===== config.mk =====
export PLATFORM = sky130hd
export DESIGN_NAME = srl16_fifo_ctrl
export DESIGN_NICKNAME = d
export VERILOG_FILES = /design/src/rtl/srl16_fifo_ctrl.sv
export SDC_FILE = /design/constraint.sdc
export NUM_CORES = 1
export LEC_CHECK = 0
export CAP_MARGIN = 10
export CORE_MARGIN = 10
export CORE_UTILIZATION = 43
export DETAILED_ROUTE_END_ITERATION = 16
export PLACE_DENSITY = 0.82
export SLEW_MARGIN = 20
export SYNTH_ARGS = -nofsm -noshare
export SYNTH_HDL_FRONTEND = slang
export SYNTH_SLANG_ARGS = --single-unit

===== constraint.sdc =====
create_clock -name CLK -period 2.9 [get_ports CLK]
set_clock_uncertainty 0.1 [all_clocks]
set_input_delay 0.29 -clock CLK [delete_from_list [all_inputs] [get_ports CLK]]
set_output_delay 0.29 -clock CLK [all_outputs]
set_load 0.05 [all_outputs]

===== src/rtl/srl16_fifo_ctrl.sv =====
// ============================================================================
//  Module      : srl16_fifo_ctrl
//  Description : Sequencer that runs a parent-instantiated bank of WIDTH
//                falling-edge SRL16E_1 primitives as a 16-deep first-word-
//                fall-through FIFO. Optional ALMOST_FULL output is enabled by
//                defining SRL_FIFO_AFULL_EN.
//  Revision    : 1.0 - initial release
// ============================================================================
`default_nettype none

module srl16_fifo_ctrl #(
    parameter int WIDTH        = 8,
    parameter int AFULL_THRESH = 12
) (
    input  logic             CLK,
    input  logic             RST_N,
    input  logic             WR_EN,
    input  logic [WIDTH-1:0] DIN,
    input  logic             RD_EN,
    input  logic             FLUSH,
    output logic [WIDTH-1:0] DOUT,
    output logic             EMPTY,
    output logic             FULL,
`ifdef SRL_FIFO_AFULL_EN
    output logic             ALMOST_FULL,
`endif
    output logic             SRL_CE,
    output logic [WIDTH-1:0] SRL_D,
    output logic [3:0]       SRL_A,
    input  logic [WIDTH-1:0] SRL_Q
);

    localparam logic [4:0] c_depth = 5'd16;

    // Threshold must address a real occupancy level of the 16-entry bank.
    generate
        if (AFULL_THRESH < 1 || AFULL_THRESH > 15) begin : g_thresh_check
            $error("srl16_fifo_ctrl: AFULL_THRESH must be within 1..15");
        end
    endgenerate

    logic [4:0]       r_cnt;
    logic             r_empty;
    logic             r_full;
    logic             r_srl_ce;
    logic [WIDTH-1:0] r_srl_d;
    logic [3:0]       r_srl_a;

    logic             w_rd_acc;
    logic             w_wr_acc;
    logic [4:0]       w_cnt_nxt;
    logic [3:0]       w_srl_a_nxt;

    always_comb begin
        w_rd_acc = RD_EN & ~r_empty;
        w_wr_acc = WR_EN & (~r_full | w_rd_acc);
    end

    // A paired read+write leaves occupancy unchanged; the shift itself moves
    // the next-oldest word into the tap the address already selects.
    always_comb begin
        w_cnt_nxt = r_cnt;
        if (FLUSH) begin
            w_cnt_nxt = 5'd0;
        end else if (w_wr_acc && !w_rd_acc) begin
            w_cnt_nxt = r_cnt + 5'd1;
        end else if (w_rd_acc && !w_wr_acc) begin
            w_cnt_nxt = r_cnt - 5'd1;
        end
    end

    always_comb begin
        w_srl_a_nxt = 4'd0;
        if (w_cnt_nxt != 5'd0) begin
            w_srl_a_nxt = 4'(w_cnt_nxt - 5'd1);
        end
    end

    always_ff @(posedge CLK or negedge RST_N) begin
        if (!RST_N) begin
            r_cnt    <= 5'd0;
            r_empty  <= 1'b1;
            r_full   <= 1'b0;
            r_srl_ce <= 1'b0;
            r_srl_d  <= '0;
            r_srl_a  <= 4'd0;
        end else begin
            r_cnt    <= w_cnt_nxt;
            r_empty  <= (w_cnt_nxt == 5'd0);
            r_full   <= (w_cnt_nxt == c_depth);
            // A flush drops any write presented in the same cycle.
            r_srl_ce <= w_wr_acc & ~FLUSH;
            r_srl_d  <= DIN;
            r_srl_a  <= w_srl_a_nxt;
        end
    end

`ifdef SRL_FIFO_AFULL_EN
    localparam logic [4:0] c_afull_thresh = 5'(AFULL_THRESH);

    logic r_almost_full;

    always_ff @(posedge CLK or negedge RST_N) begin
        if (!RST_N) begin
            r_almost_full <= 1'b0;
        end else begin
            r_almost_full <= (w_cnt_nxt >= c_afull_thresh);
        end
    end

    assign ALMOST_FULL = r_almost_full;
`endif

    assign EMPTY  = r_empty;
    assign FULL   = r_full;
    assign SRL_CE = r_srl_ce;
    assign SRL_D  = r_srl_d;
    assign SRL_A  = r_srl_a;
    assign DOUT   = SRL_Q;

endmodule

`default_nettype wire

---- Word-level counts from Yosys, hierarchy flattened ----
Cells that the tools add are included.
operators by class
  reduce and logical (&&, ||, !) cells .... 6
  $add $sub $neg .......................... 3
  multiplexer cells ....................... 4
  equal/unequal tests ..................... 1
  bitwise logic cells ..................... 7
operator list
  operator                                                            number
  5-bit two-way mux                                                   3
  5-bit by 1-bit adder with 5-bit output, second input constant       1
  5-bit equality test, second input constant                          1
  5-bit logical NOT                                                   1
  5-bit nonzero test                                                  1
  5-bit by 1-bit subtractor with 5-bit output, second input constant  1
  4-bit two-way mux                                                   1
  4-bit by 1-bit subtractor with 4-bit output, second input constant  1
  1-bit bitwise AND                                                   3
  1-bit inverter                                                      3
  1-bit logical AND                                                   2
  1-bit logical NOT                                                   2
  1-bit bitwise OR                                                    1
word-level totals
  register bits after elaboration ......... 20
  output and inout bits ................... 23
  input port bits ......................... 21

---- Longest topological paths before layout ----
  depth after elaboration ................. 11
  depth in mapped cells ................... 9

---- Worst setup path after synthesis ----
Ideal clock, no wire load.
  kind .................................... flip-flop to flip-flop
  from .................................... register r_empty (netlist: EMPTY)
  to ...................................... register r_srl_a[0] (netlist: SRL_A[0])
  library setup time ...................... 130 ps
  cell stages (with the launch flop) ...... 10
  data arrival time ....................... 1,911 ps
  required time ........................... 2,670 ps
  clock period less this slack ............ 2,141 ps
  slack ................................... 759 ps
  path through ............................ dfstp_2 nand2b_4 buf_6 mux2i_1 xnor2_1 nand2b_1 ha_1 o21ai_0 nor4_2 nor2_1
between the ends
  cells in the longest elaborated chain, start to end .. 11
ends and longest elaborated chain
  item                                                                                      line    text
  start: declaration                                                                        43      logic r_empty;
  start signal: assignment                                                                  89      r_empty <= (w_cnt_nxt == 5'd0);
  1-bit inverter *                                                                          55      w_rd_acc = RD_EN & ~r_empty;
  1-bit bitwise AND *                                                                       55
  1-bit bitwise OR                                                                          56      w_wr_acc = WR_EN & (~r_full | w_rd_acc);
  1-bit bitwise AND                                                                         56
  1-bit logical NOT                                                                         67      end else if (w_rd_acc && !w_wr_acc) begin
  1-bit logical AND                                                                         67
  5-bit two-way mux                                                                         67
  5-bit two-way mux *                                                                       65      end else if (w_wr_acc && !w_rd_acc) begin
  5-bit two-way mux *                                                                       63      if (FLUSH) begin
  4-bit by 1-bit subtractor with 4-bit output / 5-bit nonzero test (equally long branches)  75, 74
  4-bit two-way mux *                                                                       74      if (w_cnt_nxt != 5'd0) begin
  named net w_srl_a_nxt[0]                                                                  52      logic [3:0] w_srl_a_nxt;
  end signal: assignment                                                                    94      r_srl_a <= w_srl_a_nxt;
  end: declaration                                                                          47      logic [3:0] r_srl_a;
Mark *: on every way through the listed nets, which the timed path passes. The rest lies on a longest branch.

---- Final worst setup path ----
  from .................................... register r_cnt[0]
  to ...................................... register r_srl_a[3] (netlist: SRL_A[3])
between the ends
  cells in the longest elaborated chain, start to end .. 6
ends and longest elaborated chain
  item                                                                                      line    text
  start: declaration                                                                        42      logic [4:0] r_cnt;
  start signal: assignment                                                                  88      r_cnt <= w_cnt_nxt;
  5-bit by 1-bit subtractor with 5-bit output                                               68      w_cnt_nxt = r_cnt - 5'd1;
  5-bit two-way mux                                                                         67
  5-bit two-way mux *                                                                       65
  5-bit two-way mux *                                                                       63
  4-bit by 1-bit subtractor with 4-bit output / 5-bit nonzero test (equally long branches)  75, 74
  4-bit two-way mux *                                                                       74
  named net w_srl_a_nxt[3]                                                                  52
Marked as above.

==> results.sh <==
export IMPL_portBuffers=27
export IMPL_slew_headroom_pct=43.0
export IMPL_hold_end="SRL_D[0]$_DFF_PN0_"
export IMPL_seqPwrFrac_pct=37.2
export IMPL_ys_top_cells_by_area="dfrtp_1, buf_4, ha_1"
export IMPL_hold_viol_final=0
export IMPL_clockBufferDepth=2
export IMPL_place_area_um2=1170
export IMPL_final_util_pct=59.8
export IMPL_core_um2=2020
export IMPL_netlist_area_um2=945
export IMPL_synth_top_area_cell="dfrtp_1"
export IMPL_synth_cell_type_count=31
export IMPL_cts_resized=0
export IMPL_synthMuxAreaShare_pct=4.24
export IMPL_clockPowerShare_pct=15.5
export IMPL_crit_arrival_ns=2.25
export IMPL_rr_endpoint="SRL_A[3]$_DFF_PN0_"
export IMPL_synth_top_cell_area_share_pct=50.3
export IMPL_worst_slack_ns=0.760
export IMPL_antenna_found_initial=0
export IMPL_stdcell_area_um2=1210
export IMPL_pwr_share_comb_pct=47.3
export IMPL_syn_to_final_growth_pct=28.1
export IMPL_num_rows=16
export IMPL_synth_nets=105
export IMPL_synthFlopType="dfrtp_1"
export IMPL_cap_violations=0
export IMPL_r2r_start="r_cnt[0]$_DFF_PN0_"
export IMPL_whs_path_depth=1
export IMPL_p_sw_uw=410
export IMPL_cts_sinks=20
export IMPL_synthAdderAreaFrac_pct=5.30
export IMPL_clkLatencyLatePin_ns=0.29
export IMPL_ir_drop_uv=438
export IMPL_finalNetCount=127
export IMPL_synth_cells=80
export IMPL_die_area_um2=4470
export IMPL_drt_pass1_iterations=4
export IMPL_p_leak_uw=0.000551
export IMPL_internal_power_uw=604
export IMPL_cp_max_fo=4
export IMPL_r2r_setup_slack_ns=0.76
export IMPL_critPathKind="reg2reg"
export IMPL_drtIter0Drc=29
export IMPL_fin_tns_setup_ns=0
export IMPL_switching_share_pct=40.4
export IMPL_setup_viol=0
export IMPL_slew_violations=0
export IMPL_synth_simple_gate_area_share_pct=16.6
export IMPL_reg2reg_depth=8
export IMPL_seq_area_frac_synth_pct=53.1
export IMPL_die_x_um=66.9
export IMPL_start_util_pct=46.7
export IMPL_post_cts_buffers=0
export IMPL_dpl_worst_slack_ns=0.504
export IMPL_grt_pass1_vias=699
export IMPL_die_height_um=66.9
export IMPL_io_pins=44
export IMPL_gp_congestion=0.728
export IMPL_drc=0
export IMPL_grt_pass1_wl_um=3140
export IMPL_ys_seq_elements=20
export IMPL_min_period_ns=2.14
export IMPL_via_count=625
export IMPL_clkTransAtPathRegs_ns=0.11
export IMPL_rsz0062_at_grt="false"
export IMPL_grt_max_degree=21
export IMPL_start_kind="flip-flop"
export IMPL_timing_fmax_ghz=0.467
export IMPL_synth_top_family_by_area="simple AND/OR/NAND/NOR gates"
export IMPL_antenna_left=0
export IMPL_holdWs_ns=0.323
export IMPL_status="finished, final reports clean"
export IMPL_gr_total_overflow=0
export IMPL_hpwl_um=1530
export IMPL_cellPowerDensity_nw_per_um2=838
export IMPL_via_per_inst=4.88
export IMPL_worst_setup_path_end_kind="flip-flop"
export IMPL_root_buffer="clkbuf_4"
export IMPL_critical_path_required_ns=3.01
export IMPL_cts_hold_buf=0
export IMPL_synth_edf_count=0
export IMPL_ctsHtreeMaxLevel=1
export IMPL_hp_start="DIN[0]"
export IMPL_antennaDiodeCount=0
export IMPL_avgRoutedWirePerCell_um=14.8
export IMPL_yosys_warnings=0
export IMPL_wirelength_um=1900
export IMPL_async_flop_share_pct=100
export IMPL_syn_area_per_cell_um2=11.8
export IMPL_tightestPinTransition_ns=0.852
export IMPL_min_period_over_period_pct=73.8
export IMPL_cts_tree="built"
export IMPL_cts_buffers=3
export IMPL_drive_above_1_share_pct=9.90
export IMPL_hp_class="in2reg"
export IMPL_synth_xor_area_share_pct=2.78
export IMPL_synth_compound_area_share_pct=7.68
export IMPL_track_usage_pct=8.88
-- cells by family (layout without fill, tap and decap cells) --
group | Yosys count | in the layout
and+or+nand+nor | 24 | 24
adders and majority gates | 4 | 4
buffers and inverters | 16 | 37
muxes | 4 | 4
AOI/OAI and AO/OA | 9 | 9
DFF | 20 | 20
xor gates and xnor gates | 3 | 3
-- cell type report --
type	instances	area, um2
clock buffer	4	36.3
fill	173	812
inverter	6	22.5
multi-input combinational	44	345
sequential	20	502
tap	27	33.8
timing repair buffer	27	270
-- layer usage --
metal / share of wire, % / GRT usage (%)
met5: 0 / 0
met4: 0 / 0.769
met3: 16 / 6.52
met2: 42 / 12.8
met1: 43 / 10.8
-- critical path: stages (launching register included) --
cell      delay (ns)
dfrtp_1         0.43
inv_1           0.10
ha_1            0.15
nand2b_1        0.08
or4_4           0.46
a211oi_4        0.30
nor2_2          0.10
a21o_1          0.18
mux2i_1         0.15
-- per-stage QoR --
step,total power (uW),std cells
after global routing,1080,128
after floorplan,751,80
final,1010,128
after CTS,1030,128
after global placement,861,124
after detailed placement,868,124
-- power groups by stage --
stage | registers [uW] | clock network (uW) | logic [uW]
2_1_floorplan | 526 | 0 | 224
3_3_place_gp | 383 | 0 | 479
3_5_place_dp | 384 | 0 | 484
4_1_cts | 379 | 161 | 488
5_1_grt | 387 | 177 | 518
6_report | 377 | 157 | 480
-- state kept, by name (all words and copies together) (netlist names) --
| signal | flops |
|---|---|
| EMPTY | 1 |
| SRL_CE | 1 |
| FULL | 1 |
| r_cnt | 5 |
| SRL_D | 8 |
| SRL_A | 4 |
-- worst max path at each step --
stage	startpoint	end	slack, ns	cells past startpoint
2_1_floorplan	EMPTY$_DFF_PN1_	SRL_A[0]$_DFF_PN0_	0.76	9
3_5_place_dp	WR_EN	SRL_A[1]$_DFF_PN0_	0.50	6
4_1_cts	r_cnt[0]$_DFF_PN0_	SRL_A[3]$_DFF_PN0_	0.76	8
5_1_grt	r_cnt[1]$_DFF_PN0_	SRL_A[1]$_DFF_PN0_	0.57	9
3_3_place_gp	WR_EN	SRL_A[3]$_DFF_PN0_	0.53	7
6_report	r_cnt[0]$_DFF_PN0_	SRL_A[3]$_DFF_PN0_	0.76	8
-- layout by cell type, fill, tap and decap left out --
cell type / count
xnor2_1: 3
nor4_1: 1
dfstp_2: 1
nand2b_4: 1
and2b_1: 1
clkbuf_4: 3
nand2b_1: 4
inv_1: 6
a211oi_4: 1
and4b_1: 1
dfrtp_1: 19
nand3_1: 1
mux2i_1: 4
a211oi_1: 1
nor2_1: 4
nand3b_1: 1
nor2_2: 1
nor2b_1: 1
clkdlybuf4s50_1: 27
o21ai_0: 1
a21o_1: 1
or3_1: 1
ha_1: 4
clkbuf_8: 1
a41oi_1: 1
nor3_1: 4
a21oi_1: 3
a211o_1: 1
nor4_2: 1
nand2_1: 1
or4_4: 1
-- synth_stat cells (3+ instances only) --
master and n:
nor2_1 4, buf_4 8, inv_1 6, nand2b_1 4, dfrtp_1 19, mux2i_1 4, ha_1 4, xnor2_1 3
nor3_1 4, a21oi_1 3
Power figures use the tool's default switching activity.
